$ cat src/rtl/prio_encoder_pipe_if.sv
`default_nettype none
// ----------------------------------------------------------------------------
// Module   : prio_encoder_pipe_if
// Purpose  : Request/result handshake bundle for prio_encoder_pipe.
//            master = request source / result consumer, slave = encoder.
// Revision : 1.0 - initial release
// ----------------------------------------------------------------------------
interface prio_encoder_pipe_if #(
  parameter int N = 8,
  parameter int W = $clog2(N)
) ();
  logic [N-1:0] req;
  logic         in_valid;
  logic         in_ready;
  logic         out_valid;
  logic         out_ready;
  logic [W-1:0] out_code;
  logic         out_any;
  logic [W:0]   out_count;

  modport master (
    output req, in_valid, out_ready,
    input  in_ready, out_valid, out_code, out_any, out_count
  );

  modport slave (
    input  req, in_valid, out_ready,
    output in_ready, out_valid, out_code, out_any, out_count
  );
endinterface
`default_nettype wire

$ cat src/rtl/prio_encoder_pipe.sv
`default_nettype none
// ----------------------------------------------------------------------------
// Module   : prio_encoder_pipe
// Purpose  : N-input priority encoder (fixed highest-index or round-robin)
//            with a single-entry registered, handshaked result stage.
// Revision : 1.0 - initial release
// ----------------------------------------------------------------------------
module prio_encoder_pipe #(
  parameter int N    = 8,
  parameter int MODE = 0
) (
  input  wire                clk,
  input  wire                rst_n,
  prio_encoder_pipe_if.slave io
);
  localparam int W = $clog2(N);
  localparam logic [W-1:0] c_last = W'(N - 1);
  localparam logic [W:0]   c_n    = (W + 1)'(N);

  logic         r_valid;
  logic [W-1:0] r_code;
  logic         r_any;
  logic [W:0]   r_count;

  logic         w_in_ready;
  logic         w_accept;
  logic         w_any;
  logic [W:0]   w_count;
  logic [W-1:0] w_code;

  // A new request may enter whenever the output slot is empty or being drained
  assign w_in_ready = !r_valid || io.out_ready;
  assign w_accept   = io.in_valid && w_in_ready;
  assign w_any      = |io.req;

  assign io.in_ready  = w_in_ready;
  assign io.out_valid = r_valid;
  assign io.out_code  = r_code;
  assign io.out_any   = r_any;
  assign io.out_count = r_count;

  // Population count of the request vector
  always_comb begin
    w_count = '0;
    for (int i = 0; i < N; i++) begin
      w_count = w_count + {{W{1'b0}}, io.req[i]};
    end
  end

  generate
    if (MODE == 0) begin : g_fixed
      // Highest set index wins: later loop iterations override earlier ones
      always_comb begin
        w_code = '0;
        for (int i = 0; i < N; i++) begin
          if (io.req[i]) w_code = W'(i);
        end
      end
    end else begin : g_rr
      logic [W-1:0] r_ptr;
      logic [W:0]   w_sum;
      logic [W-1:0] w_idx;

      // Scan from ptr upward with wrap at N; descending offsets so the
      // smallest offset from ptr is the last (winning) assignment
      always_comb begin
        w_code = '0;
        w_sum  = '0;
        w_idx  = '0;
        for (int k = N - 1; k >= 0; k--) begin
          w_sum = {1'b0, r_ptr} + (W + 1)'(k);
          if (w_sum >= c_n) w_sum = w_sum - c_n;
          w_idx = w_sum[W-1:0];
          if (io.req[w_idx]) w_code = w_idx;
        end
      end

      // Pointer moves just past the grant, only on a non-empty accept
      always_ff @(posedge clk or negedge rst_n) begin
        if (!rst_n) begin
          r_ptr <= '0;
        end else if (w_accept && w_any) begin
          r_ptr <= (w_code == c_last) ? '0 : w_code + 1'b1;
        end
      end
    end
  endgenerate

  // Single-entry result register: load on accept, empty on consume
  always_ff @(posedge clk or negedge rst_n) begin
    if (!rst_n) begin
      r_valid <= 1'b0;
      r_code  <= '0;
      r_any   <= 1'b0;
      r_count <= '0;
    end else if (w_accept) begin
      r_valid <= 1'b1;
      r_code  <= w_code;
      r_any   <= w_any;
      r_count <= w_count;
    end else if (io.out_ready) begin
      r_valid <= 1'b0;
    end
  end
endmodule
`default_nettype wire

$ cat src/flat_wrapper.sv
// flat-port wrapper written by rule: the top's interface ports become plain ports
module prio_encoder_pipe_flat 
#(
  parameter int N    = 8,
  parameter int MODE = 0
)
  (clk, rst_n, io_req, io_in_valid, io_out_ready, io_in_ready, io_out_valid, io_out_code, io_out_any, io_out_count);
  prio_encoder_pipe_if #(.N(N)) io_i ();
  input  wire clk;
  input  wire rst_n;
  input wire logic [$bits(io_i.req)-1:0] io_req;
  input wire logic [$bits(io_i.in_valid)-1:0] io_in_valid;
  input wire logic [$bits(io_i.out_ready)-1:0] io_out_ready;
  output wire logic [$bits(io_i.in_ready)-1:0] io_in_ready;
  output wire logic [$bits(io_i.out_valid)-1:0] io_out_valid;
  output wire logic [$bits(io_i.out_code)-1:0] io_out_code;
  output wire logic [$bits(io_i.out_any)-1:0] io_out_any;
  output wire logic [$bits(io_i.out_count)-1:0] io_out_count;
  assign io_i.req = io_req;
  assign io_i.in_valid = io_in_valid;
  assign io_i.out_ready = io_out_ready;
  assign io_in_ready = io_i.in_ready;
  assign io_out_valid = io_i.out_valid;
  assign io_out_code = io_i.out_code;
  assign io_out_any = io_i.out_any;
  assign io_out_count = io_i.out_count;
  prio_encoder_pipe #(.N(N), .MODE(MODE)) u_core (.clk(clk), .rst_n(rst_n), .io(io_i));
endmodule
$ cat config.mk
export PLATFORM = sky130hd
export DESIGN_NAME = prio_encoder_pipe_flat
export DESIGN_NICKNAME = d
export VERILOG_FILES = /design/src/rtl/prio_encoder_pipe_if.sv /design/src/rtl/prio_encoder_pipe.sv /design/src/flat_wrapper.sv
export SDC_FILE = /design/constraint.sdc
export NUM_CORES = 1
export LEC_CHECK = 0
export CAP_MARGIN = 40
export CORE_MARGIN = 2
export CORE_UTILIZATION = 35
export CTS_CLUSTER_DIAMETER = 40
export DETAILED_ROUTE_END_ITERATION = 8
export PLACE_DENSITY_LB_ADDON = 0.3
export REMOVE_ABC_BUFFERS = 1
export SLEW_MARGIN = 20
export SYNTH_ARGS = -nofsm -noshare
export SYNTH_HDL_FRONTEND = slang
export SYNTH_SLANG_ARGS = --single-unit
$ cat constraint.sdc
create_clock -name clk -period 1.8 [get_ports clk]
set_input_delay 0.18 -clock clk [delete_from_list [all_inputs] [get_ports clk]]
set_output_delay 0.18 -clock clk [all_outputs]
set_load 0.02 [all_outputs]
* Word level (Yosys, flattened, before mapping) *
Cells that the tools add are included.

cells by class
  reduce and logical (&&, ||, !) cells = 5
  muxes and demuxes = 9
  add/sub/neg operators = 7

operators by type and width
  operator             count
  $add A4 B1 Y4        6
  $mux W3              4
  $reduce_or A8 Y1     1
  $mux W2              2
  $mux W1              3
  $add A1 B1 Y2        1
  $reduce_bool A2 Y1   1
  $logic_and A1 B1 Y1  1
  $logic_not A1 Y1     1
  $logic_or A1 B1 Y1   1

storage, ports and cells
  bits in registers = 9
  word-level logic and storage cells = 25
  output and inout bits = 10
  bits of input ports = 12

* Longest topological paths before layout *
Gate-level depths: netlist of run 1.

  word-level depth = 7
  gate-level depth with buffers = 10

* Worst setup path before layout of run 1 *
OpenSTA, ideal clock, no wires.

  kind = input to register
  start = input port io_req[0]
  end = register u_core.r_count[2] (netlist: u_core.io.out_count[2])
  setup slack = -794 ps
  buffers on the path = 0
  setup time = 83 ps
  required time = 1717 ps
  arrival = 2511 ps
  cell stages on the path = 9
  cell sequence = inv_1 -> ha_1 -> inv_1 -> fa_1 -> fa_1 -> fa_1 -> fa_1 -> xor2_1 -> o21ai_0

on the way
  word-level cells in the longest chain between the ends = 7

ends and longest elaborated chain
  element                     RTL line                  source
  start: declaration          flat_wrapper.sv:11        input wire logic [$bits(io_i.req)-1:0] io_req;
  $add A1 B1 Y2               prio_encoder_pipe.sv:46   w_count = w_count + {{W{1'b0}}, io.req[i]};
  $add A4 B1 Y4 (6 in a row)  prio_encoder_pipe.sv:46
  end signal: assignment      prio_encoder_pipe.sv:100  r_count <= w_count;
  end: declaration            prio_encoder_pipe.sv:23   logic [W:0] r_count;

No other way between the ends.
A chain may end at the register's enable or synchronous reset.

* Worst setup path after layout of run 1 *
  start = input port io_req[0]
  end = register u_core.r_count[1] (netlist: u_core.io.out_count[1])

The elaborated chain is that of the path after synthesis.

==> out/qor.txt, run 1 <==
======================================================================================================
Final Cycle Share                                                                                 1.30
Static leakage                                                                                0.439 nW
Mapped cell area                                                                               582 µm²
Post-detailed-route wirelength per cell                                                        11.2 µm
Clock transition at the register clock pins on the worst setup and hold paths after CTS        0.06 ns
Register area share after synthesis                                                              0.387
Detailed placement HPWL                                                                        1010 µm
Initial DRT Pass Iterations                                                                          4
Worst-case reg-to-reg path depth                                                                     4
CTS tree                                                                                         built
Register bit count reported by yosys                                                                 9
Req. time, crit path                                                                           1.95 ns
WS Path Type                                                                              input port to flip-flop
Cell taking the most area after synthesis                                                      dfrtp_1
RSZ-0062 raised after global routing                                                               yes
Number of max-capacitance violations reported                                                        0
Met3 wire length                                                                                 89 µm
Placeable Area                                                                                1520 µm²
Endpoint type of the worst setup path                                                        flip-flop
Logic depth of the worst path, buffers included                                                      9
Cell-by-cell listing of the critical path                                                 buf_8, inv_4, ha_4, inv_2, fa_1, fa_1, fa_2, fa_2, o21ai_1
Biggest area contributors in the synthesized netlist                                      dfrtp_1, fa_1, o21ai_0
ANT nets after route                                                                                 0
Number of hold violations in the final report                                                        0
Effective utilization at floorplan                                                               0.382
Final Critical Period                                                                          2.34 ns
Maximum single-stage delay on the critical path                                                0.54 ns
Ratio of cells with drive above 1 in the final layout                                            0.280
Worst setup slack after layout                                                               -0.540 ns
Final standard cell count with taps included and fillers excluded                                  109
PortBufs                                                                                            21
Launch point of the critical path                                                            io_req[0]
Outcome                                                                                   complete, but fails checks
Worst-margin pin slew                                                                         0.410 ns
Class of the worst hold path                                                              input port to async pin
Placed Instances                                                                                   103
Maximum number of buffers from clock root to sink                                                    2
Portion of synthesized cell area occupied by the leading cell type                               0.387
Number of synthesis warnings                                                                         0
Chip Width                                                                                     44.8 µm
H-Tree Depth                                                                                         1
Global routing usage summed across all routing layers                                            0.145
Iteration-0 DRC Markers                                                                              7
CP top delay family                                                                        adder cells
Worst setup endpoint                                                                      u_core.io.out_count[1]
Total Nets Final                                                                                   114
Detail Route met2 WL                                                                            572 µm
Max-slew violation count                                                                             0
Peak VDD IR                                                                                   0.348 mV
Antenna violations before repair                                                                     0
Final setup violation count                                                                          4
Relative area change from synthesis to final layout                                              62.2%
Number of buffers inserted for hold repair after clock tree synthesis                                0
Power density over the cells                                                                761 nW/µm²
Top routing layer in use                                                                          met4
Total routed wirelength                                                                        1220 µm
Drt drc                                                                                              0
Maximum number of pins on one net before global-route repair                                        10
Overall overflow remaining after global route                                                        0
Fill cell count                                                                                    138
Via count of the first global-routing pass                                                         517
Cell with the largest stage delay on the worst path                                               fa_2
Total Power Consumption                                                                       0.718 mW
Top-level I/O count                                                                                 22
Arrival @ worst endpoint                                                                       2.48 ns
Setup TNS                                                                                     -1.60 ns
Number of distinct library cells after synthesis                                                    20
Worst slew slack as a fraction of its limit                                                      0.726
Worst-path fanout max                                                                                2
TritonCTS buffer count                                                                               3
DIE HEIGHT                                                                                     44.8 µm
Ant. Diodes                                                                                          0
Buffers and inverters on the worst path                                                              3
F_max                                                                                          427 MHz
Vias                                                                                               545
Global-route wire length before repair                                                         2100 µm
Gate count of the mapped netlist                                                                    58
Clock latency on the worst-skew pair                                                           0.26 ns
Worst reg2reg path startpoint                                                             u_core.io.out_valid
Cell Rows                                                                                           14
RR Endpoint                                                                               u_core.io.out_code[1]
Area enclosed by the die boundary                                                             2000 µm²
Post-Layout Inst Area                                                                          943 µm²
Vias/cell                                                                                         5.00
End-of-flow core utilization                                                                     0.619
Average cell area after synthesis                                                             10.0 µm²
Violated checks                                                                           setup timing
Global placer's final weighted congestion                                                        0.826
Worst setup slack for register-to-register paths                                               0.55 ns
Critical path launch point type                                                             input port
Clock Skews                                                                                 0.00613 ns
Library cell used as clock root buffer                                                        clkbuf_4
Clock sink count                                                                                     9
Post-Route M1 WL                                                                                526 µm
Placed cell areas                                                                              872 µm²
======================================================================================================
layer usage:
layer | vias up | track usage
met5 | - | 0
li1 | 264 | -
met4 | 0 | 0.106
met3 | 4 | 0.0200
met2 | 25 | 0.229
met1 | 252 | 0.181
cell families (layout without fill, tap and decap cells):
| group | Yosys count | after routing | share of synthesized area |
|---|---|---|---|
| flops | 9 | 9 | 0.387 |
| compound gates | 15 | 15 | 0.151 |
| mux | 2 | 2 | 0.0387 |
| buf+inv | 14 | 49 | 0.0903 |
| xor+xnor | 1 | 1 | 0.0151 |
| simple gates | 9 | 9 | 0.0946 |
| fa+ha+maj | 8 | 8 | 0.224 |
worst min path at each step:
stage | startpoint | to | cells past startpoint
detailed placement | rst_n | u_core.io.out_count[1] | 1
global placement | u_core.io.out_any | u_core.io.out_any | 1
CTS | rst_n | u_core.io.out_count[1] | 1
global route | rst_n | u_core.io.out_count[1] | 1
finish | rst_n | u_core.io.out_count[1] | 1
floorplan | rst_n | u_core.io.out_any | 0
synthesized netlist by cell type:
| cell | count |
|---|---|
| inv_1 | 13 |
| o21ai_0 | 11 |
| dfrtp_1 | 9 |
| fa_1 | 4 |
| ha_1 | 4 |
| mux2_2 | 2 |
| nor2_1 | 2 |
| a21oi_1 | 1 |
| a221o_1 | 1 |
| a41oi_1 | 1 |
| inv_2 | 1 |
| nand2_1 | 1 |
| nand2_2 | 1 |
| nand2b_1 | 1 |
| nand3_1 | 1 |
| nor2b_1 | 1 |
| nor2b_4 | 1 |
| nor4_1 | 1 |
| o311ai_0 | 1 |
| xor2_1 | 1 |
power by group:
group / switching (mW) / internal, mW / leakage, nW / total, mW
sequential: 0.0161 / 0.237 / 0.102 / 0.253
clock: 0.0689 / 0.0853 / 0.0150 / 0.154
combinational: 0.146 / 0.165 / 0.322 / 0.311
through the flow:
step	hold WS [ns]	setup slack, ns
finish	0.213	-0.540
global route	0.240	-0.592
CTS	0.222	-0.614
detailed placement	0.498	-1.40
global placement	0.489	-1.33
floorplan	-0.116	-0.794
cells in the final DEF, fill, tap and decap left out, types with 3 or more instances in the layout:
cell and instances:
clkdlybuf4s50_1 17, clkbuf_4 3, buf_4 10, inv_1 10
ha_1 3, o21ai_1 5, dfrtp_1 9, o21ai_0 6
final cells by class:
| cell class | instances | area [µm²] | area share |
|---|---|---|---|
| Sequential cell | 9 | 225 | 0.239 |
| Tap cell | 16 | 20.0 | 0.0212 |
| Multi-Input combinational cell | 35 | 322 | 0.341 |
| Clock buffer | 4 | 26.3 | 0.0279 |
| Timing Repair Buffer | 31 | 293 | 0.310 |
| Inverter | 14 | 57.6 | 0.0610 |
registers in the layout, indices dropped and copies added, names as in the netlist:
| name | cells |
|---|---|
| u_core.io.out_code | 3 |
| u_core.io.out_any | 1 |
| u_core.io.out_valid | 1 |
| u_core.io.out_count | 4 |
repair_timing:
item / CTS / global route
resized for setup: 26 / 1
setup endpoints to repair: 4 / 4
endpoints found under the hold margin: 0 / 0
pin swaps: 7 / 3
gates cloned: 0 / 0
buffers inserted: 1 / 1
Note: power is estimated with default switching activity, not from simulation.
==> run 2: changes to the inputs <==
DONT_BUFFER_PORTS = 1   (was default)
clock period = 2.4 ns   (was 1.8 ns; I/O delays follow)
==> out/qor.txt, run 2 (same netlist as run 1, synthesis figures left out) <==
======================================================================================================
Outcome                                                                                   complete, but fails checks
Violated checks                                                                           setup timing
Final Cycle Share                                                                                 1.01
PortBufs                                                                                             0
Clock Skews                                                                                 0.00132 ns
Maximum single-stage delay on the critical path                                                0.56 ns
CTS tree                                                                                         built
Max-slew violation count                                                                             0
TritonCTS buffer count                                                                               3
Effective utilization at floorplan                                                               0.382
Total routed wirelength                                                                        1120 µm
ANT nets after route                                                                                 0
Top-level I/O count                                                                                 22
Setup TNS                                                                                   -0.0154 ns
Total Nets Final                                                                                    84
Placed Instances                                                                                    74
Worst setup slack after layout                                                              -0.0154 ns
Clock sink count                                                                                     9
Post-detailed-route wirelength per cell                                                        14.2 µm
Class of the worst hold path                                                              input port to flip-flop
Maximum number of buffers from clock root to sink                                                    2
Drt drc                                                                                              0
Initial DRT Pass Iterations                                                                          2
End-of-flow core utilization                                                                     0.441
Cell-by-cell listing of the critical path                                                 inv_8, ha_4, inv_2, fa_1, fa_1, fa_2, fa_2, o21ai_2
Critical path launch point type                                                             input port
Arrival @ worst endpoint                                                                       2.55 ns
H-Tree Depth                                                                                         1
Power density over the cells                                                                668 nW/µm²
Cell with the largest stage delay on the worst path                                               fa_2
Final Critical Period                                                                          2.42 ns
Most common cell after layout, fill and taps aside                                               inv_1
Global routing usage summed across all routing layers                                            0.136
Chip Width                                                                                     44.8 µm
Req. time, crit path                                                                           2.54 ns
Final standard cell count with taps included and fillers excluded                                   79
Vias/cell                                                                                         5.32
Clock latency on the worst-skew pair                                                           0.25 ns
RSZ-0062 raised after global routing                                                               yes
Maximum number of pins on one net before global-route repair                                        10
Cell Rows                                                                                           14
Via count of the first global-routing pass                                                         464
Placeable Area                                                                                1520 µm²
Static leakage                                                                                0.306 nW
Commonest non-fill, non-tap cells in the layout                                           inv_1, o21ai_0, dfrtp_1
DIE HEIGHT                                                                                     44.8 µm
WS Path Type                                                                              input port to flip-flop
Buffers and inverters on the worst path                                                              2
Antenna violations before repair                                                                     0
Total Power Consumption                                                                       0.449 mW
Worst-margin pin slew                                                                         0.415 ns
Max FFs per register                                                                                 4
Overall overflow remaining after global route                                                        0
F_max                                                                                          414 MHz
Ant. Diodes                                                                                          0
Ratio of cells with drive above 1 in the final layout                                            0.238
Endpoint type of the worst setup path                                                        flip-flop
Area enclosed by the die boundary                                                             2000 µm²
Global-route wire length before repair                                                         1920 µm
Detailed placement HPWL                                                                         882 µm
Worst-path fanout max                                                                                2
Relative area change from synthesis to final layout                                              15.5%
Number of hold violations in the final report                                                        0
Global placer's final weighted congestion                                                        0.743
CP top delay family                                                                        adder cells
Worst slew slack as a fraction of its limit                                                      0.722
Peak VDD IR                                                                                   0.218 mV
Vias                                                                                               420
Library cell used as clock root buffer                                                        clkbuf_4
Clock transition at the register clock pins on the worst setup and hold paths after CTS        0.06 ns
Final setup violation count                                                                          1
Number of max-capacitance violations reported                                                        0
Iteration-0 DRC Markers                                                                              2
======================================================================================================
run 2: worst paths after layout:
| path | startpoint | endpoint | slack [ns] | depth (start not counted) |
|---|---|---|---|---|
| worst max-delay path | io_req[0] | u_core.io.out_count[1] | -0.02 | 8 |
| worst min-delay path | io_in_valid | u_core.io.out_code[0] | 0.11 | 1 |
| worst max register to register | u_core.io.out_valid | u_core.io.out_code[1] | 0.96 | 4 |
| worst min register to register | u_core.io.out_count[1] | u_core.io.out_count[1] | 0.67 | 2 |
| max in group asynchronous | rst_n | u_core.io.out_valid | 1.76 | 1 |
| min in group asynchronous | rst_n | u_core.io.out_code[2] | 0.35 | 1 |
run 2: timing repair:
item,in CTS,in global routing
endpoints found under the setup margin,2,2
hold endpoints to repair,9,0
setup buffers,0,0
hold buffers,1,0
pin swaps,0,7
resized for setup,1,13
run 2: layout make-up:
class | instances | area [µm²]
Fill cell | 156 | 852
Multi-Input combinational cell | 35 | 325
Sequential cell | 9 | 225
Inverter | 14 | 65.1
Clock buffer | 4 | 26.3
Tap cell | 16 | 20.0
Timing Repair Buffer | 1 | 10.0
run 2: per-stage QoR:
step                hold WS, ns  setup WS (ns)  area [µm²]
finish                    0.114        -0.0154         672
global route              0.115        -0.0922         672
CTS                      0.0993        0.00410         641
detailed placement      -0.0553         -0.321         602
global placement        -0.0554         -0.302         602
floorplan               -0.0556         -0.254         582
run 2: routing by layer:
layer | wire length, µm | share of wire | GRT usage
met3 | 157 | 0.14 | 0.0520
met4 | 27 | 0.024 | 0.106
met5 | 0 | 0 | 0
met1 | 455 | 0.41 | 0.170
met2 | 479 | 0.43 | 0.186
run 2: worst register-to-register path, delay by kind of cell (launching register included):
family                 cells  cell delay [ns]
muxes                      1             0.35
DFF                        1             0.45
buffers and inverters      1             0.12
and+or+nand+nor            2             0.41
run 2: report_power, final:
group | internal, mW | switching, mW | total, mW
Sequential | 0.178 | 0.0482 | 0.226
Clock | 0.0637 | 0.0478 | 0.112
Combinational | 0.0528 | 0.0587 | 0.112
==> run 3: changes to the inputs <==
SKIP_LAST_GASP = 1   (was default)
SLEW_MARGIN = default   (was 20)
==> results of run 3 <==
The final DEF is identical to that of run 2; final timing and power are the same.
